**config.mk**
```make
export PLATFORM = sky130hd
export DESIGN_NAME = lcd_rgb_rx
export DESIGN_NICKNAME = d
export VERILOG_FILES = /design/src/rtl/lcd_pkg.sv /design/src/rtl/lcd_sync_edge.sv /design/src/rtl/lcd_rgb_rx.sv
export SDC_FILE = /design/constraint.sdc
export NUM_CORES = 1
export LEC_CHECK = 0
export CORE_ASPECT_RATIO = 0.9
export CORE_MARGIN = 1
export CORE_UTILIZATION = 52
export CTS_CLUSTER_DIAMETER = 80
export DETAILED_ROUTE_END_ITERATION = 10
export GPL_TIMING_DRIVEN = 0
export PLACE_DENSITY = 0.89
export SKIP_LAST_GASP = 1
export SLEW_MARGIN = 20
export SYNTH_ARGS = -nofsm -noshare
export SYNTH_HDL_FRONTEND = slang
export SYNTH_SLANG_ARGS = --single-unit
export TNS_END_PERCENT = 1
```
**constraint.sdc**
```tcl
create_clock -name clk -period 5.4 [get_ports clk]
set_input_delay 1.08 -clock clk [delete_from_list [all_inputs] [get_ports clk]]
set_output_delay 1.08 -clock clk [all_outputs]
set_load 0.01 [all_outputs]
```
**src/rtl/lcd_pkg.sv**
```systemverilog
// Shared LCD definitions: coordinate widths, receiver FSM states, RGB565 packing.
package lcd_pkg;

  localparam int unsigned X_W = 11;
  localparam int unsigned Y_W = 10;

  typedef enum logic [1:0] {
    ST_WAIT_VS = 2'd0,
    ST_WAIT_DE = 2'd1,
    ST_ACTIVE  = 2'd2
  } lcd_state_e;

  function automatic logic [15:0] rgb565(input logic [4:0] r, input logic [5:0] g,
                                         input logic [4:0] b);
    return {r, g, b};
  endfunction

endpackage

```
**src/rtl/lcd_sync_edge.sv**
```systemverilog
// Clock-enable gated edge detector for one LCD control line; POL is the active level.
module lcd_sync_edge #(
  parameter bit POL = 1'b1
) (
  input  logic clk,
  input  logic rst,
  input  logic ce_i,
  input  logic sig_i,
  output logic act_c_o,
  output logic rise_c_o,
  output logic fall_c_o
);

  logic prev_q;

  assign act_c_o = (sig_i == POL);

  always_ff @(posedge clk) begin
    if (rst) begin
      prev_q <= 1'b0;
    end else if (ce_i) begin
      prev_q <= act_c_o;
    end
  end

  // Edges are qualified by ce so they coincide with the sample that shows them.
  assign rise_c_o = ce_i & act_c_o & ~prev_q;
  assign fall_c_o = ce_i & ~act_c_o & prev_q;

endmodule

```
**src/rtl/lcd_rgb_rx.sv**
```systemverilog
// Parallel RGB565 LCD receiver: frame sync, pixel coordinates, overflow detection.
// Geometry measurement and line-length checking are built only with LCD_RX_STATS_EN.
module lcd_rgb_rx
  import lcd_pkg::*;
#(
  parameter bit          HS_POL = 1'b0,
  parameter bit          VS_POL = 1'b0,
  parameter int unsigned MAX_W  = 800,
  parameter int unsigned MAX_H  = 480
) (
  input  logic             clk,
  input  logic             rst,
  input  logic             pix_ce,
  input  logic             lcd_de,
  input  logic             lcd_hsync,
  input  logic             lcd_vsync,
  input  logic [4:0]       lcd_r,
  input  logic [5:0]       lcd_g,
  input  logic [4:0]       lcd_b,
  output logic             pix_valid,
  output logic [15:0]      pix_data,
  output logic [X_W-1:0]   pix_x,
  output logic [Y_W-1:0]   pix_y,
  output logic             pix_sof,
  output logic             pix_eol,
  output logic [X_W-1:0]   frame_width,
  output logic [Y_W-1:0]   frame_height,
  output logic             geom_valid,
  output logic             err_ovf,
  output logic             err_len
);

  localparam logic [X_W-1:0] MAX_X = X_W'(MAX_W);
  localparam logic [Y_W-1:0] MAX_Y = Y_W'(MAX_H);

  logic de_act, de_rise, de_fall;
  logic hs_act, hs_lead, hs_trail;
  logic vs_act, vs_lead, vs_trail;

  lcd_sync_edge #(.POL(1'b1)) u_de (
    .clk(clk), .rst(rst), .ce_i(pix_ce), .sig_i(lcd_de),
    .act_c_o(de_act), .rise_c_o(de_rise), .fall_c_o(de_fall)
  );
  lcd_sync_edge #(.POL(HS_POL)) u_hs (
    .clk(clk), .rst(rst), .ce_i(pix_ce), .sig_i(lcd_hsync),
    .act_c_o(hs_act), .rise_c_o(hs_lead), .fall_c_o(hs_trail)
  );
  lcd_sync_edge #(.POL(VS_POL)) u_vs (
    .clk(clk), .rst(rst), .ce_i(pix_ce), .sig_i(lcd_vsync),
    .act_c_o(vs_act), .rise_c_o(vs_lead), .fall_c_o(vs_trail)
  );

  logic unused_edge;
  assign unused_edge = ^{hs_act, hs_trail, vs_act, vs_trail};

  lcd_state_e     state_q, state_d;
  logic [X_W-1:0] x_q, x_d, x_cur;
  logic [Y_W-1:0] y_q, y_d;
  logic           pix_valid_q, pix_valid_d;
  logic [15:0]    pix_data_q, pix_data_d;
  logic [X_W-1:0] pix_x_q, pix_x_d;
  logic [Y_W-1:0] pix_y_q, pix_y_d;
  logic           pix_sof_q, pix_sof_d;
  logic           pix_eol_q, pix_eol_d;
  logic           err_ovf_q, err_ovf_d;
  logic           line_end_c;

  // Next state: VSYNC leading edge overrides everything, including a DE-high sample.
  always_comb begin
    state_d     = state_q;
    x_d         = x_q;
    y_d         = y_q;
    pix_valid_d = 1'b0;
    pix_sof_d   = 1'b0;
    pix_eol_d   = 1'b0;
    pix_data_d  = pix_data_q;
    pix_x_d     = pix_x_q;
    pix_y_d     = pix_y_q;
    err_ovf_d   = err_ovf_q;
    line_end_c  = 1'b0;
    x_cur       = de_rise ? '0 : x_q;

    if (vs_lead) begin
      state_d = ST_WAIT_DE;
      x_d     = '0;
      y_d     = '0;
    end else if (pix_ce && (state_q != ST_WAIT_VS)) begin
      if (de_act) begin
        state_d = ST_ACTIVE;
        if ((x_cur < MAX_X) && (y_q < MAX_Y)) begin
          pix_valid_d = 1'b1;
          pix_data_d  = rgb565(lcd_r, lcd_g, lcd_b);
          pix_x_d     = x_cur;
          pix_y_d     = y_q;
          pix_sof_d   = (x_cur == '0) && (y_q == '0);
        end else begin
          err_ovf_d = 1'b1;
        end
        x_d = (x_cur == MAX_X) ? x_cur : x_cur + X_W'(1);
      end else begin
        if (de_fall && (state_q == ST_ACTIVE)) begin
          line_end_c = 1'b1;
          pix_eol_d  = 1'b1;
          y_d        = (y_q == MAX_Y) ? y_q : y_q + Y_W'(1);
        end
        if (hs_lead) begin
          x_d = '0;
        end
      end
    end
  end

  always_ff @(posedge clk) begin
    if (rst) begin
      state_q     <= ST_WAIT_VS;
      x_q         <= '0;
      y_q         <= '0;
      pix_valid_q <= 1'b0;
      pix_data_q  <= '0;
      pix_x_q     <= '0;
      pix_y_q     <= '0;
      pix_sof_q   <= 1'b0;
      pix_eol_q   <= 1'b0;
      err_ovf_q   <= 1'b0;
    end else begin
      state_q     <= state_d;
      x_q         <= x_d;
      y_q         <= y_d;
      pix_valid_q <= pix_valid_d;
      pix_data_q  <= pix_data_d;
      pix_x_q     <= pix_x_d;
      pix_y_q     <= pix_y_d;
      pix_sof_q   <= pix_sof_d;
      pix_eol_q   <= pix_eol_d;
      err_ovf_q   <= err_ovf_d;
    end
  end

  assign pix_valid = pix_valid_q;
  assign pix_data  = pix_data_q;
  assign pix_x     = pix_x_q;
  assign pix_y     = pix_y_q;
  assign pix_sof   = pix_sof_q;
  assign pix_eol   = pix_eol_q;
  assign err_ovf   = err_ovf_q;

`ifdef LCD_RX_STATS_EN
  logic [X_W-1:0] width_q, first_w_q;
  logic [Y_W-1:0] height_q;
  logic           geom_q, len_q;

  // Line 0 sets the reference width; any later line of the frame must match it.
  always_ff @(posedge clk) begin
    if (rst) begin
      width_q   <= '0;
      first_w_q <= '0;
      height_q  <= '0;
      geom_q    <= 1'b0;
      len_q     <= 1'b0;
    end else begin
      if (line_end_c) begin
        width_q <= x_q;
        if (y_q == '0) begin
          first_w_q <= x_q;
        end else if (x_q != first_w_q) begin
          len_q <= 1'b1;
        end
      end
      if (vs_lead && (y_q != '0)) begin
        height_q <= y_q;
        geom_q   <= 1'b1;
      end
    end
  end

  assign frame_width  = width_q;
  assign frame_height = height_q;
  assign geom_valid   = geom_q;
  assign err_len      = len_q;
`else
  logic unused_stats;
  assign unused_stats = line_end_c;

  assign frame_width  = '0;
  assign frame_height = '0;
  assign geom_valid   = 1'b0;
  assign err_len      = 1'b0;
`endif

endmodule
```
=== After elaboration in Yosys (flattened, before gate mapping) ===
Cells that the tools add are included.

* Muxes and demuxes: 9
* Magnitude comparators: 2
* Div/mod/pow operators: 0
* Add/sub/neg operators: 2
* Shift-type cells: 0
* Reduce and logical (&&, ||, !) cells: 20
* $mul: 0
* Equality and inequality tests: 3
* Bitwise operators: 18

{| class="wikitable"
|+ Operators with widths
! operator !! count
|-
| $mux W11 || 4
|-
| $reduce_and A4 Y1 || 3
|-
| $add A11 B1 Y11 const B || 1
|-
| $eq A11 B10 Y1 const B || 1
|-
| $logic_not A11 Y1 || 1
|-
| $lt A11 B10 Y1 const B || 1
|-
| $add A10 B1 Y10 const B || 1
|-
| $eq A10 B9 Y1 const B || 1
|-
| $logic_not A10 Y1 || 1
|-
| $lt A10 B9 Y1 const B || 1
|-
| $not A1 Y1 || 10
|-
| $and A1 B1 Y1 || 8
|-
| $reduce_bool A2 Y1 || 4
|-
| $reduce_or A4 Y1 || 2
|-
| $reduce_and A2 Y1 || 3
|-
| $mux W1 || 5
|-
| $reduce_or A5 Y1 || 1
|-
| $logic_and A1 B1 Y1 || 4
|-
| $eq A2 B2 Y1 const B || 1
|-
| $reduce_or A2 Y1 || 1
|}

* Bits in writable memories: 0
* Flip-flop bits (word level): 67
* Memories: 0
* Word-level logic and storage cells: 68
* Bits of input ports: 22
* ROM bits: 0
* Bits in latches: 0

=== Depth between registers and ports, before layout ===
* Word-level depth: 7
* Depth in mapped cells: 10
* Gate-level depth less buffers: 8

=== Hierarchy ===
Synthesis repeated with hierarchy kept, for this count alone.

* Cell total of the unflattened synthesis: 397
* Area total of the unflattened synthesis: 3358.2 um^2

{| class="wikitable"
|+ Modules (own cells, without submodules)
! module !! instances !! area each (um^2) !! cells each
|-
| lcd_rgb_rx || 1 || 3198.1 || 378
|-
| lcd_sync_edge (u_hs ...) || 2 || 50.0 || 6
|-
| lcd_sync_edge (u_de) || 1 || 60.1 || 7
|}

=== Least setup slack after synthesis ===
OpenSTA, ideal clock, no wires.

* Kind: input-to-reg
* Start: in pix_ce
* End: reg x_q[6]
* Path slack: 2.489 ns
* Stages: 10
* Setup time: 0.072 ns
* Data arrival time: 2.840 ns
* Path buffers: 2
* Data required time: 5.328 ns
* Cell sequence: buf_2 nand3b_2 buf_2 nand2_1 inv_1 ha_1 nand4_1 or3b_1 or3_1 mux2i_1

* Longest elaborated chain between the ends: 6
* Elaborated cells between the ends (all ways): 15
* Those cells by class: add/sub (1); eq/ne (1); mux (3); bitwise (6); reduce/logical (4)

{| class="wikitable"
|+ Ends and longest elaborated chain
! item !! line !! RTL
|-
| start, declared || lcd_rgb_rx.sv:13 || <nowiki>input logic pix_ce,</nowiki>
|-
| $and A1 B1 Y1 (*) (2 in a row) || lcd_sync_edge.sv:27 || <nowiki>assign rise_c_o = ce_i & act_c_o & ~prev_q;</nowiki>
|-
| $mux W11 (*) || lcd_rgb_rx.sv:81 || <nowiki>x_cur = de_rise ? '0 : x_q;</nowiki>
|-
| net x_cur[1] || lcd_rgb_rx.sv:57 || <nowiki>logic [X_W-1:0] x_q, x_d, x_cur;</nowiki>
|-
| $add A11 B1 Y11 / $eq A11 B10 Y1 (equally long branches) || lcd_rgb_rx.sv:99 || <nowiki>x_d = (x_cur == MAX_X) ? x_cur : x_cur + X_W'(1);</nowiki>
|-
| $mux W11 (*) || lcd_rgb_rx.sv:99 ||
|-
| $mux W11 (*) || lcd_rgb_rx.sv:88 || <nowiki>if (de_act) begin</nowiki>
|-
| end signal, assigned || lcd_rgb_rx.sv:116 || <nowiki>x_q <= '0;</nowiki>
|-
| end signal, assigned || lcd_rgb_rx.sv:127 || <nowiki>x_q <= x_d;</nowiki>
|-
| end, declared || lcd_rgb_rx.sv:57 ||
|}

Mark *: on every way through the listed nets, which the timed path passes. The rest lies on a longest branch.
A chain may end at the register's enable or synchronous reset.

=== Worst setup path in the final report ===
* Start: in lcd_de
* End: reg x_q[1]

* Longest elaborated chain between the ends: 6
* Elaborated cells between the ends (all ways): 9
* Those cells by class: add/sub (1); eq/ne (1); mux (3); bitwise (2); reduce/logical (2)

{| class="wikitable"
|+ Ends and longest elaborated chain
! item !! line !! RTL
|-
| start, declared || lcd_rgb_rx.sv:14 || <nowiki>input logic lcd_de,</nowiki>
|-
| $and A1 B1 Y1 (2 in a row) || lcd_sync_edge.sv:27 ||
|-
| $mux W11 || lcd_rgb_rx.sv:81 ||
|-
| $add A11 B1 Y11 / $eq A11 B10 Y1 (equally long branches) || lcd_rgb_rx.sv:99 ||
|-
| $mux W11 || lcd_rgb_rx.sv:99 ||
|-
| $mux W11 || lcd_rgb_rx.sv:88 ||
|}

Parallel ways exist; a longest one is shown, timed or not.

==> impl_metrics.toml <==
[clocking]
clk_pin_slew_ns = 0.08
cts_tree = "yes"
htreeDepth = 3
clockBufferDepth = 2
cts_setup_buffers = 0
root_buffer = "clkbuf_8"
clock_latency_ns = 0.35
ctsResizeCount = 0
cts_sinks = 67
cts_buffers = 9
ctsHoldBuffers = 0

[sta]
tightest_slew_ns = 0.6878
skew_ns = 0.01000
rsz0062_at_grt = "no"
slew_viol_final = 0
fin_crit_sh_pct = 63.66
finalCriticalPeriod_ns = 3.438
hold_viol = 0
maxSlewHeadroom_pct = 54.15
setup_viol = 0
worst_slack_ns = 1.962
fin_tns_setup_ns = 0
max_freq_ghz = 0.2909

[die]
rows = 27
core_area_um2 = 6081
die_h_um = 77.27
die_width_um = 85.63
start_util_pct = 53.83
dieArea_um2 = 6616
ios = 86

[power]
p_leak_nw = 1.602
vdd_drop_max_mv = 0.1891
p_per_area_nw_per_um2 = 245.9

[yosys]
synth.top_cells.by_count = "67 x dfxtp_1, 46 x a21oi_1, 42 x nand3_1"
ys_seq_area_share_pct = 40.98
synthCells = 381
yosys_register_bits = 67
yosys.area.top_type = "dfxtp_1"
yosys_most_used_dff = "dfxtp_1"
synth_area_um2 = 3273
syn_area_per_cell_um2 = 8.591
synth_edf_count = 0
yosysMostFrequentCell = "dfxtp_1"
yosys.area.top_type_share_pct = 40.98
postSynth.asyncResetShare_pct = 0
yosys-top-cells-area = "dfxtp_1 41%, a21oi_1 7.0%, nand3_1 6.4%"
ys.warnings.count = 0
yosys.cell_types.count = 56

[flow_run]
max_cap_viol_count = 0

[global_routing]
overflow = 0
grt_pass1_wl_um = 13170
grt_max_degree = 13
grt_antenna_before_repair = 0
grt_pass1_vias = 2717
grtUsageTotal_pct = 25.38

[drt]
vias = 3205
dr.pass1.iters = 5
drt_iter0_drc = 201
via_per_inst = 5.817
drc = 0
wire_per_inst_um = 15.15
ant_nets = 0
finalWirelength_um = 8347

[setup_path]
slowest_stage = "clkdlybuf4s50_1"
cp_cell_sequence = "clkdlybuf4s50_1 -> nand3b_2 -> buf_2 -> nand2_1 -> ha_1 -> nor4b_1 -> nand4_1 -> and2_1 -> a22o_1"
path_max_fanout = 10
critPathMaxStageDelay_ns = 0.63
worst-path-buf-inv = 2
crit_family = "simple AND/OR/NAND/NOR gates"
required_ns = 5.64
setup.worst_path.class = "input pin to flip-flop"
start_kind = "input pin"
crit_arrival_ns = 3.68
endpoint_kind = "flip-flop"

[hold_path]
worstHoldPathType = "flip-flop to flip-flop"

[final_layout]
syn_to_final_growth_pct = 30.73
final_net_count = 501
drive_gt1_share_pct = 13.15
fill_cells = 483
antenna_cells = 0

[placed_design]
place_hpwl_um = 5870
pre_cts_slack_ns = 1.618
port-buffer-count = 61
gp_congestion = 0.9001

[status]
status = "completed"
## path summary, 6_finish.rpt
| kind | from | to | slack, ns | cells past startpoint |
|---|---|---|---|---|
| worst max register to register | u_de.prev_q | x_q[1] | 2.86 | 8 |
| worst min register to register | pix_data[3] | pix_data[3] | 0.48 | 2 |
| worst min-delay path | pix_data[3] | pix_data[3] | 0.48 | 2 |
| worst max-delay path | lcd_de | x_q[1] | 1.96 | 9 |
## power by group
group | switching [W] | internal, W | leakage (nW)
Sequential | 0.00000313 | 0.000498 | 0.541
Clock | 0.000196 | 0.000273 | 0.109
Combinational | 0.0000432 | 0.0000397 | 0.952
Total | 0.000242 | 0.000811 | 1.60
## placed cells by master, fill, tap and decap left out, types with 2 or more instances in the layout
cell type | synthesis | final
o21bai_1 | 2 | 2
xor2_1 | 3 | 3
buf_2 | 8 | 8
clkdlybuf4s50_1 | 0 | 61
buf_4 | 23 | 23
a21o_1 | 3 | 3
dfxtp_1 | 67 | 67
and4_1 | 2 | 2
a2111o_1 | 2 | 2
o31ai_1 | 2 | 2
nand3_1 | 42 | 42
and2_1 | 2 | 2
mux2i_1 | 3 | 3
a21oi_1 | 46 | 46
nor3b_1 | 2 | 2
o21ai_0 | 38 | 38
clkbuf_1 | 19 | 19
bufinv_16 | 0 | 2
nand2_1 | 16 | 16
inv_6 | 0 | 2
inv_1 | 8 | 8
or4_1 | 2 | 2
nor4b_1 | 2 | 2
a211oi_1 | 3 | 3
or3_1 | 5 | 5
a2111oi_4 | 2 | 2
nor3_1 | 6 | 6
buf_6 | 4 | 4
ha_1 | 4 | 4
a22o_1 | 5 | 5
nor4_1 | 4 | 4
nand4_1 | 12 | 12
o21a_1 | 3 | 3
nor2_1 | 11 | 11
a31o_2 | 2 | 2
clkbuf_8 | 0 | 10
and3_1 | 5 | 5
conb_1 | 1 | 23
## registers in the layout (all words and copies together) (netlist names)
signal / flops
u_vs.prev_q: 1
pix_data: 16
err_ovf: 1
x_q: 11
pix_valid: 1
pix_eol: 1
pix_y: 10
pix_x: 11
u_de.prev_q: 1
u_hs.prev_q: 1
pix_sof: 1
state_q: 2
y_q: 10
## cells by family (layout without fill, tap and decap cells)
logic type	Yosys count	after routing	share of synthesized area (%)
buffers and inverters	62	138	10.97
flip-flops	67	67	40.98
AO/OA/AOI/OAI	120	120	23.70
multiplexers	3	3	0.9175
XOR/XNOR	3	3	0.8029
AND/OR/NAND/NOR	121	121	20.99
adder cells (fa/ha/maj)	4	4	1.529
other	1	23	0.1146
## through the flow
stage	hold slack, ns	cells	instance area, um^2	power [W]	utilization, %
6_report	0.4761	551	4279	0.001052	70.37
5_1_grt	0.4980	551	4279	0.001089	70.37
4_1_cts	0.4770	551	4279	0.001059	70.37
3_5_place_dp	0.4660	536	4056	0.0005928	66.71
3_3_place_gp	0.4599	536	4056	0.0005915	66.71
2_1_floorplan	0.4561	403	3356	0.0005636	-
## layout make-up
class                   instances  area, um^2  share of cell area (%)
plain buffers                  54       329.1                   7.690
clock buffers                  10       137.6                   3.216
clock inverters                 5       85.08                   1.988
inverters                       8       30.03                  0.7018
multi-input cells             274        1655                   38.68
flip-flops and latches         67        1341                   31.35
well taps                      72       90.09                   2.105
repair buffers                 61       610.6                   14.27
## tightest hold or removal path: stages (launching register included)
cell and delay (ns):
dfxtp_1 0.31, o21ai_0 0.06, a21oi_1 0.06
## metal layers
metal	wire length, um	vias up	track usage, %
li1	-	1543	-
met1	3628	1507	33.13
met2	3981	145	40.08
met3	653	10	7.966
met4	83	0	7.500
met5	0	-	0
Note: power is estimated with default switching activity, not from simulation.
